[src/rtl/frv_wide_writeback.sv]
// frv_wide_writeback: accepts a 64-bit functional-unit result and sequences it
// onto the single 32-bit GPR write port. Narrow results take one write. Wide
// results take two writes to an even/odd register pair. Execute is
// back-pressured while a writeback is in progress.
module frv_wide_writeback #(
    parameter bit HI_FIRST = 1'b0,  // wide: write odd (high) register first
    parameter bit SKIP_X0  = 1'b1   // suppress writes to x0, still sequence them
) (
    input  logic        g_clk,
    input  logic        g_resetn,
    input  logic        flush,
    input  logic        fu_valid,
    output logic        fu_ready,
    input  logic [63:0] fu_result,
    input  logic        fu_wide,
    input  logic [4:0]  fu_rd,
    output logic        gpr_wen,
    output logic [4:0]  gpr_addr,
    output logic [31:0] gpr_wdata,
    input  logic        gpr_ready,
    output logic        wb_busy
);

    typedef enum logic [1:0] {
        IDLE = 2'd0,
        WR_1 = 2'd1,
        WR_2 = 2'd2
    } state_t;

    state_t      state_q, state_d;
    logic [63:0] res_q, res_d;
    logic [4:0]  rd_q, rd_d;
    logic        wide_q, wide_d;

    logic [4:0]  addr_lo, addr_hi;
    logic        suppress;
    logic        handshake;
    logic        final_wr;
    logic        accept;

    // Pair addresses ignore rd[0]; the pair is always even/odd aligned.
    assign addr_lo = {rd_q[4:1], 1'b0};
    assign addr_hi = {rd_q[4:1], 1'b1};

    // Select the address/data for the current write from the captured result.
    always_comb begin
        gpr_addr  = 5'd0;
        gpr_wdata = 32'd0;
        case (state_q)
            WR_1: begin
                if (!wide_q) begin
                    gpr_addr  = rd_q;
                    gpr_wdata = res_q[31:0];
                end else if (HI_FIRST) begin
                    gpr_addr  = addr_hi;
                    gpr_wdata = res_q[63:32];
                end else begin
                    gpr_addr  = addr_lo;
                    gpr_wdata = res_q[31:0];
                end
            end
            WR_2: begin
                if (HI_FIRST) begin
                    gpr_addr  = addr_lo;
                    gpr_wdata = res_q[31:0];
                end else begin
                    gpr_addr  = addr_hi;
                    gpr_wdata = res_q[63:32];
                end
            end
            default: begin
                gpr_addr  = 5'd0;
                gpr_wdata = 32'd0;
            end
        endcase
    end

    // Write enable, handshake and result-interface ready.
    always_comb begin
        suppress  = SKIP_X0 && (gpr_addr == 5'd0);
        // A flush in WR_1 aborts the write; in WR_2 the first half is already
        // committed, so the second half must still go out.
        gpr_wen   = ((state_q == WR_1) && !flush && !suppress) ||
                    ((state_q == WR_2) && !suppress);
        handshake = (state_q != IDLE) && (gpr_ready || suppress);
        final_wr  = ((state_q == WR_1) && !wide_q) || (state_q == WR_2);
        fu_ready  = !flush && ((state_q == IDLE) || (final_wr && handshake));
        accept    = fu_valid && fu_ready;
        wb_busy   = (state_q != IDLE);
    end

    // Next-state and capture logic.
    always_comb begin
        state_d = state_q;
        res_d   = res_q;
        rd_d    = rd_q;
        wide_d  = wide_q;
        case (state_q)
            IDLE: begin
                if (accept) state_d = WR_1;
            end
            WR_1: begin
                if (flush) begin
                    state_d = IDLE;
                end else if (handshake) begin
                    if (wide_q)      state_d = WR_2;
                    else if (accept) state_d = WR_1;
                    else             state_d = IDLE;
                end
            end
            WR_2: begin
                if (handshake) state_d = accept ? WR_1 : IDLE;
            end
            default: state_d = IDLE;
        endcase
        if (accept) begin
            res_d  = fu_result;
            rd_d   = fu_rd;
            wide_d = fu_wide;
        end else if ((state_q == WR_1) && flush) begin
            res_d  = 64'd0;
            rd_d   = 5'd0;
            wide_d = 1'b0;
        end
    end

    // State and captured-result registers.
    always_ff @(posedge g_clk or negedge g_resetn) begin
        if (!g_resetn) begin
            state_q <= IDLE;
            res_q   <= 64'd0;
            rd_q    <= 5'd0;
            wide_q  <= 1'b0;
        end else begin
            state_q <= state_d;
            res_q   <= res_d;
            rd_q    <= rd_d;
            wide_q  <= wide_d;
        end
    end

endmodule

[config.mk]
export PLATFORM = sky130hd
export DESIGN_NAME = frv_wide_writeback
export DESIGN_NICKNAME = d
export VERILOG_FILES = /design/src/rtl/frv_wide_writeback.sv
export SDC_FILE = /design/constraint.sdc
export NUM_CORES = 1
export LEC_CHECK = 0
export CORE_MARGIN = 5
export CORE_UTILIZATION = 43
export CTS_BUF_LIST = sky130_fd_sc_hd__clkbuf_8 sky130_fd_sc_hd__clkbuf_16
export DETAILED_ROUTE_END_ITERATION = 16
export GPL_TIMING_DRIVEN = 1
export HOLD_SLACK_MARGIN = 0.15
export MAX_ROUTING_LAYER = met4
export PLACE_DENSITY = 0.76
export SYNTH_ARGS = -nofsm -noshare
export SYNTH_HDL_FRONTEND = slang
export SYNTH_SLANG_ARGS = --single-unit
[constraint.sdc]
create_clock -name g_clk -period 1.9 [get_ports g_clk]
set_input_delay 0.19 -clock g_clk [delete_from_list [all_inputs] [get_ports g_clk]]
set_output_delay 0.19 -clock g_clk [all_outputs]
set_load 0.01 [all_outputs]
# ---- Yosys cells after proc, flatten, opt, wreduce, memory -nomap -nowiden
# Cells that the tools add are included.
dict set report op_classes {
  n_mux 16
  eq_ne 5
  n_reduce_logical 21
}
# operator count
set ops {}
lappend ops {{64-bit 2-to-1 mux} 2}
lappend ops {{32-bit one-hot mux with 2 select lines} 1}
lappend ops {{2-bit 2-to-1 mux} 5}
lappend ops {{5-bit 2-to-1 mux} 2}
lappend ops {{5-bit one-hot mux with 2 select lines} 1}
lappend ops {{1-bit logical AND} 9}
lappend ops {{2-bit one-hot mux with 3 select lines} 1}
lappend ops {{5-bit logical NOT} 1}
lappend ops {{1-bit logical OR} 4}
lappend ops {{1-bit 2-to-1 mux} 4}
lappend ops {{2-bit inequality test, second input constant} 2}
lappend ops {{2-bit nonzero test} 2}
lappend ops {{1-bit logical NOT} 3}
lappend ops {{3-bit inequality test, second input constant} 1}
lappend ops {{3-bit AND reduction} 1}
lappend ops {{2-bit by 1-bit == test with 1-bit output, second input constant} 1}
lappend ops {{2-bit == test, second input constant} 1}
lappend ops {{2-bit logical NOT} 1}
dict set report word_totals {
  reg_bits 72
}

# ---- Depth between registers and ports, before layout
# Gate-level depths: netlist of run 1.
dict set report logic_depth {
  depth_word 14
  depth_mapped 8
}

# ---- Worst setup path after synthesis of run 1
# No wires, ideal clock.
dict set report synth_path {
  path_kind {flip-flop to flip-flop}
  from {register state_q[0]}
  to {register rd_q[0]}
  arrival_ns 1.648
  path_slack_ns 0.173
  setup_time_ns 0.079
  stages_incl_launch_ff 9
  path_cell_list {dfrtp_1 > inv_1 > ha_1 > nand2b_1 > o21ai_1 > a21oi_2 > buf_6 > buf_12 > mux2i_1}
}
dict set report synth_via {
  elab_chain_len 10
}
# item line_no
set synth_lines {}
lappend synth_lines {{start, declared} 30} ;# state_t state_q, state_d;
lappend synth_lines {{start signal, assigned} 135} ;# state_q <= state_d;
lappend synth_lines {{2-bit == test / 2-bit by 1-bit == test with 1-bit output (equally long branches)} {49, 86, 120}}
lappend synth_lines {{5-bit one-hot mux with 2 select lines} 49} ;# case (state_q)
lappend synth_lines {{5-bit logical NOT} 80} ;# suppress = SKIP_X0 && (gpr_addr == 5'd0);
lappend synth_lines {{1-bit logical OR} 85} ;# handshake = (state_q != IDLE) && (gpr_ready || suppress);
lappend synth_lines {{1-bit logical AND} 85}
lappend synth_lines {{1-bit logical AND} 87} ;# fu_ready = !flush && ((state_q == IDLE) || (final_wr && handshake));
lappend synth_lines {{1-bit logical OR} 87}
lappend synth_lines {{1-bit logical AND} 87}
lappend synth_lines {{1-bit logical AND} 88} ;# accept = fu_valid && fu_ready;
lappend synth_lines {{5-bit 2-to-1 mux / 2-bit nonzero test (equally long branches)} --}
lappend synth_lines {{end signal, assigned} 137} ;# rd_q <= rd_d;
lappend synth_lines {{end, declared} 32} ;# logic [4:0] rd_q, rd_d;
# Parallel ways exist; a longest one is shown, timed or not.
# A chain may end at the register's enable or synchronous reset.

# ---- Final worst setup path of run 1
dict set report layout_path {
  from {register state_q[0]}
  to {output fu_ready}
}
dict set report layout_via {
  elab_chain_len 8
}
# item line_no
set layout_lines {}
lappend layout_lines {{2-bit == test / 2-bit by 1-bit == test with 1-bit output (equally long branches)} {49, 86}}
lappend layout_lines {{5-bit one-hot mux with 2 select lines} 49}
lappend layout_lines {{5-bit logical NOT} 80}
lappend layout_lines {{1-bit logical OR} 85}
lappend layout_lines {{1-bit logical AND} 85}
lappend layout_lines {{1-bit logical AND} 87}
lappend layout_lines {{1-bit logical OR *} 87}
lappend layout_lines {{1-bit logical AND *} 87}
lappend layout_lines {{end, declared} 13} ;# output logic fu_ready,
# Mark *: on every way between the ends. The rest lies on a longest branch, timed or not.

==> results.toml, run 1 <==
[run_status]
status = "finished, violations left"
violations = "negative setup slack"

[routing]
antenna_left = 0
initialDrtViolationCount = 100
vias = 3456
drcViolationCount = 0
drtPass1Iterations = 4
wl_per_cell_um = 17.6
wl_um = 11900
avgViaCountPerCell = 5.09

[synthesis]
synth_area_mm2 = 0.00398
syn_nets = 489
avgSynthCellArea_um2 = 9.70
synth_top_area_cell = "dfrtp_1"
synth.area.top_cells = "dfrtp_1 45%, mux2i_1 18%, inv_1 6.9%"
yosysUniqueCellTypes = 30
ys_ff_latch = 72
synth_seq_area_share = 0.453
synth_top_area_frac = 0.453
synthCells = 410
ys_warn_count = 0

[global_route]
grt_pass1_wl_um = 18100
grt_usage = 0.206
grt_pass1_vias = 3674
grt_overflow = 0
antenna_found_initial = 0
grt_max_degree = 73

[placed_design]
place_congestion = 0.883
io_buffers = 114
hpwl_um = 7270

[layout]
areaGrowthSynthToFinish_pct = 54.3
nets = 643
final_cell_mix = "74 x clkdlybuf4s50_1, 71 x inv_1, 71 x dfrtp_1"
multi_input_area_mm2 = 0.00201
fillers = 678
layout_commonest_cell = "clkdlybuf4s50_1"
register_area_mm2 = 0.00180
drive_gt1_frac = 0.313
antenna_cells = 0

[floorplan]
die_h_um = 106
fp.dieW_um = 106
core_area_mm2 = 0.00911
rows = 35
initial_core_util = 0.437
fp.dieArea_mm2 = 0.0113
io_pins = 115

[sta]
worst_pin_slew_ns = 0.489
rsz0062_at_grt = "yes"
hold_viol_final = 0
final.setup.worst_slack_ns = -0.0910
timing.fmax_ghz = 0.502
finalCritPeriodShare = 1.05
final.setup.tns_ns = -0.678
slew_headroom = 0.671
setup_viol = 26
slew_violations = 0
finClkSkew_ns = 0.0130
period_needed_ns = 1.99
whs_ns = 0.370

[worst_setup_path]
slowest_stage = "dfrtp_2"
crit_fanout = 7
critPathLaunch = "state_q[0]"
slowest_delay_ns = 0.46
worstPathRequired_ns = 1.71
start_kind = "flop"
r2r_end = "state_q[0]"
cp.arrival_ns = 1.80
r2r_start = "state_q[0]"
end_kind = "primary output"
r2r_cells = 6
path_cells = "buf_6 > ha_4 > and2b_4 > o21ai_2 > a21oi_1 > buf_2"
crit_path_end = "fu_ready"
worst-setup-path-type = "flop to primary output"
r2r_slack_ns = -0.05

[power]
powerDensity_mw_per_mm2 = 1380
ir_drop_v = 0.000555
leakage_nw = 2.93

[clocking]
tritoncts = "yes"
cts.sinks = 72
htree_num_levels = 3
cts_root_buf = "clkbuf_8"
cts_buffers = 9
clk_latency_ns = 0.35
clk_pin_slew_ns = 0.08
clock_path_buffers = 2

[min_path]
hold_path_class = "input pin to flop"

[job]
drv_cap = 0
[cells by family (layout without fill, tap and decap cells)]
logic type | Yosys count | after routing | share of synthesized area
adders and majority gates | 4 | 4 | 0.0126
buffers and inverters | 99 | 257 | 0.124
AOI/OAI and AO/OA | 42 | 42 | 0.0802
muxes | 71 | 71 | 0.179
DFF | 72 | 72 | 0.453
and+or+nand+nor | 122 | 122 | 0.151
[repair_timing]
item / 4_1_cts / 5_1_grt
hold endpoints to repair: 72 / 0
cloned: 1 / 7
setup buffers: 9 / 6
endpoints found under the setup margin: 107 / 107
pin swaps: 4 / 6
gates resized for setup: 208 / 42
hold buffers: 1 / 0
[registers in the layout, indices dropped and copies added, names as in the netlist]
signal,cells
state_q,2
wide_q,1
res_q,64
rd_q,5
[cell usage after synthesis]
| library cell | count |
|---|---|
| dfrtp_1 | 72 |
| nor2_1 | 4 |
| nand2b_2 | 1 |
| buf_1 | 3 |
| a32o_1 | 1 |
| nor4_4 | 1 |
| nor4bb_1 | 1 |
| o31ai_1 | 1 |
| nor3_1 | 2 |
| inv_1 | 73 |
| a21oi_2 | 1 |
| ha_1 | 4 |
| nand2_1 | 71 |
| nor2b_1 | 34 |
| and2b_4 | 1 |
| a22oi_1 | 32 |
| buf_6 | 1 |
| buf_12 | 7 |
| o311ai_1 | 1 |
| o21ai_1 | 1 |
| mux2i_1 | 71 |
| nand2b_1 | 2 |
| o21bai_1 | 1 |
| a31oi_2 | 1 |
| and2_2 | 1 |
| a21oi_1 | 2 |
| and2_1 | 3 |
| or3b_2 | 1 |
| clkbuf_1 | 15 |
| o31a_1 | 1 |
[worst max-delay path, delay by kind of cell (launching register included)]
| kind | cells | cell delay, ns |
|---|---|---|
| flip-flops | 1 | 0.46 |
| AO/OA/AOI/OAI | 2 | 0.31 |
| buffers and inverters | 2 | 0.30 |
| AND/OR/NAND/NOR | 1 | 0.20 |
| adder cells (fa/ha/maj) | 1 | 0.19 |
[how the worst min path moves through the flow]
stage             startpoint        end  slack (ns)  cells past startpoint
3_5_place_dp        g_resetn  res_q[49]        0.23                      2
3_3_place_gp        g_resetn  res_q[49]        0.23                      2
5_1_grt        fu_result[41]  res_q[41]        0.38                      3
4_1_cts        fu_result[42]  res_q[42]        0.36                      3
2_1_floorplan       g_resetn    rd_q[0]       -0.11                      0
6_report       fu_result[42]  res_q[42]        0.37                      3
[where the power goes]
part	internal [mW]	leakage (nW)	total, mW	switching (mW)
clock network	0.768	0.108	1.35	0.583
registers	2.21	0.907	2.75	0.533
logic	2.36	1.92	4.37	2.01
total	5.34	2.93	8.47	3.12
[per-layer routing]
metal / global-route usage / vias up / share of wire
met3: 0.0346 / 25 / 0.049
met1: 0.264 / 1714 / 0.42
met5: - / - / 0
met2: 0.329 / 106 / 0.50
li1: - / 1611 / -
met4: 0.0759 / 0 / 0.027
[cell type report]
| class | count | share of cell area |
|---|---|---|
| clock buffers | 10 | 0.0224 |
| well taps | 111 | 0.0226 |
| flip-flops and latches | 72 | 0.294 |
| inverters | 73 | 0.0451 |
| multi-input cells | 239 | 0.328 |
| repair buffers | 169 | 0.275 |
| clock inverters | 5 | 0.0133 |
[metrics by stage]
step | worst slack (ns) | utilization | total power, mW | instances | area, um^2
after CTS | -0.0672 | 0.636 | 7.73 | 666 | 5790
after floorplan | 0.173 | - | 4.51 | 410 | 3980
after global placement | -0.152 | 0.592 | 5.72 | 640 | 5390
final | -0.0910 | 0.674 | 8.47 | 679 | 6140
after detailed placement | -0.202 | 0.592 | 5.85 | 640 | 5390
after global routing | -0.143 | 0.674 | 8.92 | 679 | 6140
Power figures use the tool's default switching activity.
==> inputs of run 2 (changes only) <==
==> constraint.sdc (replaced) <==
create_clock -name g_clk -period 1.9 [get_ports g_clk]
set_input_delay 0.38 -clock g_clk [delete_from_list [all_inputs] [get_ports g_clk]]
set_output_delay 0.38 -clock g_clk [all_outputs]
set_load 0.01 [all_outputs]
==> results.toml, run 2 (same netlist as run 1, synthesis figures left out) <==
[power]
internal_power_mw = 5.38
leakage_nw = 2.98
power.switching_mw = 3.00
powerDensity_mw_per_mm2 = 1360
ir_drop_v = 0.000596
sw_frac_of_total = 0.357
combPwrFrac = 0.494
sequentialPowerShare = 0.324
p_clk_frac = 0.183

[sta]
finalCritPeriodShare = 1.14
worst_pin_slew_ns = 0.494
finClkSkew_ns = 0.00785
timing.fmax_ghz = 0.464
hold_viol_final = 0
slew_headroom = 0.671
rsz0062_at_grt = "yes"
final.setup.worst_slack_ns = -0.257
period_needed_ns = 2.16
slew_violations = 0
final.setup.tns_ns = -16.71
setup_viol = 111
whs_ns = 0.523

[routing]
vias = 3477
route.met2.wl_um = 6300
drtPass1Iterations = 5
highest-signal-layer = "met4"
wl_met3_um = 458
wl_per_cell_um = 17.2
wl_met1_um = 4750
wl_um = 11900
initialDrtViolationCount = 168
avgViaCountPerCell = 5.05
antenna_left = 0
drcViolationCount = 0

[worst_setup_path]
r2r_cells = 11
worst-setup-path-type = "flop to primary output"
start_kind = "flop"
end_kind = "primary output"
r2r_start = "state_q[1]"
crit_fanout = 5
r2r_end = "res_q[61]"
r2r_slack_ns = -0.25
worstPathRequired_ns = 1.52
cp.arrival_ns = 1.78

[global_route]
grt_usage = 0.227
grt_max_degree = 43
grt_pass1_vias = 3864
grt_overflow = 0
antenna_found_initial = 0
grt_pass1_wl_um = 19700

[floorplan]
rows = 35
io_pins = 115
core_area_mm2 = 0.00911
fp.dieArea_mm2 = 0.0113
fp.dieW_um = 106
initial_core_util = 0.437
die_h_um = 106

[job]
drv_cap = 0

[placed_design]
dp_slack_ns = -0.374
place_congestion = 0.865
hpwl_um = 7640
dp_cells = 649
io_buffers = 114

[clocking]
clock_path_buffers = 2
clk_pin_slew_ns = 0.08
cts.sinks = 72
cts_buffers = 9
cts_root_buf = "clkbuf_8"
htree_num_levels = 3
clk_latency_ns = 0.34
tritoncts = "yes"

[layout]
antenna_cells = 0
fillers = 700
instances_no_fill = 689
top_register = "res_q"
final_cell_mix = "73 x clkdlybuf4s50_1, 72 x dfrtp_1, 71 x inv_1"
largestRegisters = "res_q x64, rd_q x5, state_q x2"
largest_reg_flops = 64
nets = 652
areaGrowthSynthToFinish_pct = 55.1
drive_gt1_frac = 0.304
layout_commonest_cell = "clkdlybuf4s50_1"

[run_status]
violations = "negative setup slack"
status = "finished, violations left"

[min_path]
hold_path_class = "input pin to asynchronous set/reset pin"
==> run 2: layer usage <==
layer | up-vias | GRT usage
met5 | - | -
met4 | 0 | 0.109
met3 | 26 | 0.0340
met2 | 115 | 0.377
met1 | 1703 | 0.270
li1 | 1633 | -
==> run 2: stage by stage <==
stage / util / power (mW) / area [um^2]
2_1_floorplan: - / 4.51 / 3980
3_3_place_gp: 0.602 / 5.84 / 5480
3_5_place_dp: 0.602 / 5.98 / 5480
4_1_cts: 0.674 / 8.16 / 6140
5_1_grt: 0.677 / 8.89 / 6170
6_report: 0.677 / 8.38 / 6170
==> run 2: worst max path at each step <==
stage          slack (ns)             to  cells after the start  startpoint
6_report            -0.26    gpr_addr[4]                      8  state_q[0]
5_1_grt             -0.31    gpr_addr[4]                      8  state_q[0]
4_1_cts             -0.23        gpr_wen                      6  state_q[1]
3_5_place_dp        -0.37       fu_ready                      6  state_q[1]
3_3_place_gp        -0.34        gpr_wen                      4       flush
2_1_floorplan        0.02  gpr_wdata[15]                      6  state_q[0]
==> run 2: what timing repair did <==
| item | in CTS | in global routing |
|---|---|---|
| pin swaps | 13 | 10 |
| resized for setup | 227 | 34 |
| hold buffers | 1 | 0 |
| cloned | 5 | 0 |
| endpoints found under the setup margin | 112 | 110 |
| endpoints found under the hold margin | 34 | 0 |
| buffers inserted | 15 | 8 |
==> run 2: area by class of cell <==
| class | instances | area (um^2) | share of cell area |
|---|---|---|---|
| clock inverter | 5 | 103 | 0.0166 |
| timing repair buffer | 178 | 1760 | 0.286 |
| multi-input combinational | 239 | 1940 | 0.314 |
| inverter | 73 | 274 | 0.0444 |
| tap | 111 | 139 | 0.0225 |
| clock buffer | 11 | 151 | 0.0245 |
| sequential | 72 | 1800 | 0.292 |
==> run 2: critical path, stage by stage, from the launching register on <==
cell     delay, ns
dfrtp_1       0.42
buf_6         0.14
ha_4          0.18
buf_6         0.13
nor2_4        0.13
nor2b_4       0.06
buf_6         0.11
and2_4        0.15
buf_6         0.11
==> run 2: power by group through the flow <==
| stage | Sequential [mW] | Combinational [mW] | Clock, mW |
|---|---|---|---|
| CTS | 2.68 | 3.93 | 1.55 |
| detailed placement | 2.64 | 3.34 | 0 |
| global route | 2.80 | 4.47 | 1.62 |
| finish | 2.71 | 4.14 | 1.53 |
| floorplan | 2.53 | 1.98 | 0 |
| global placement | 2.60 | 3.24 | 0 |
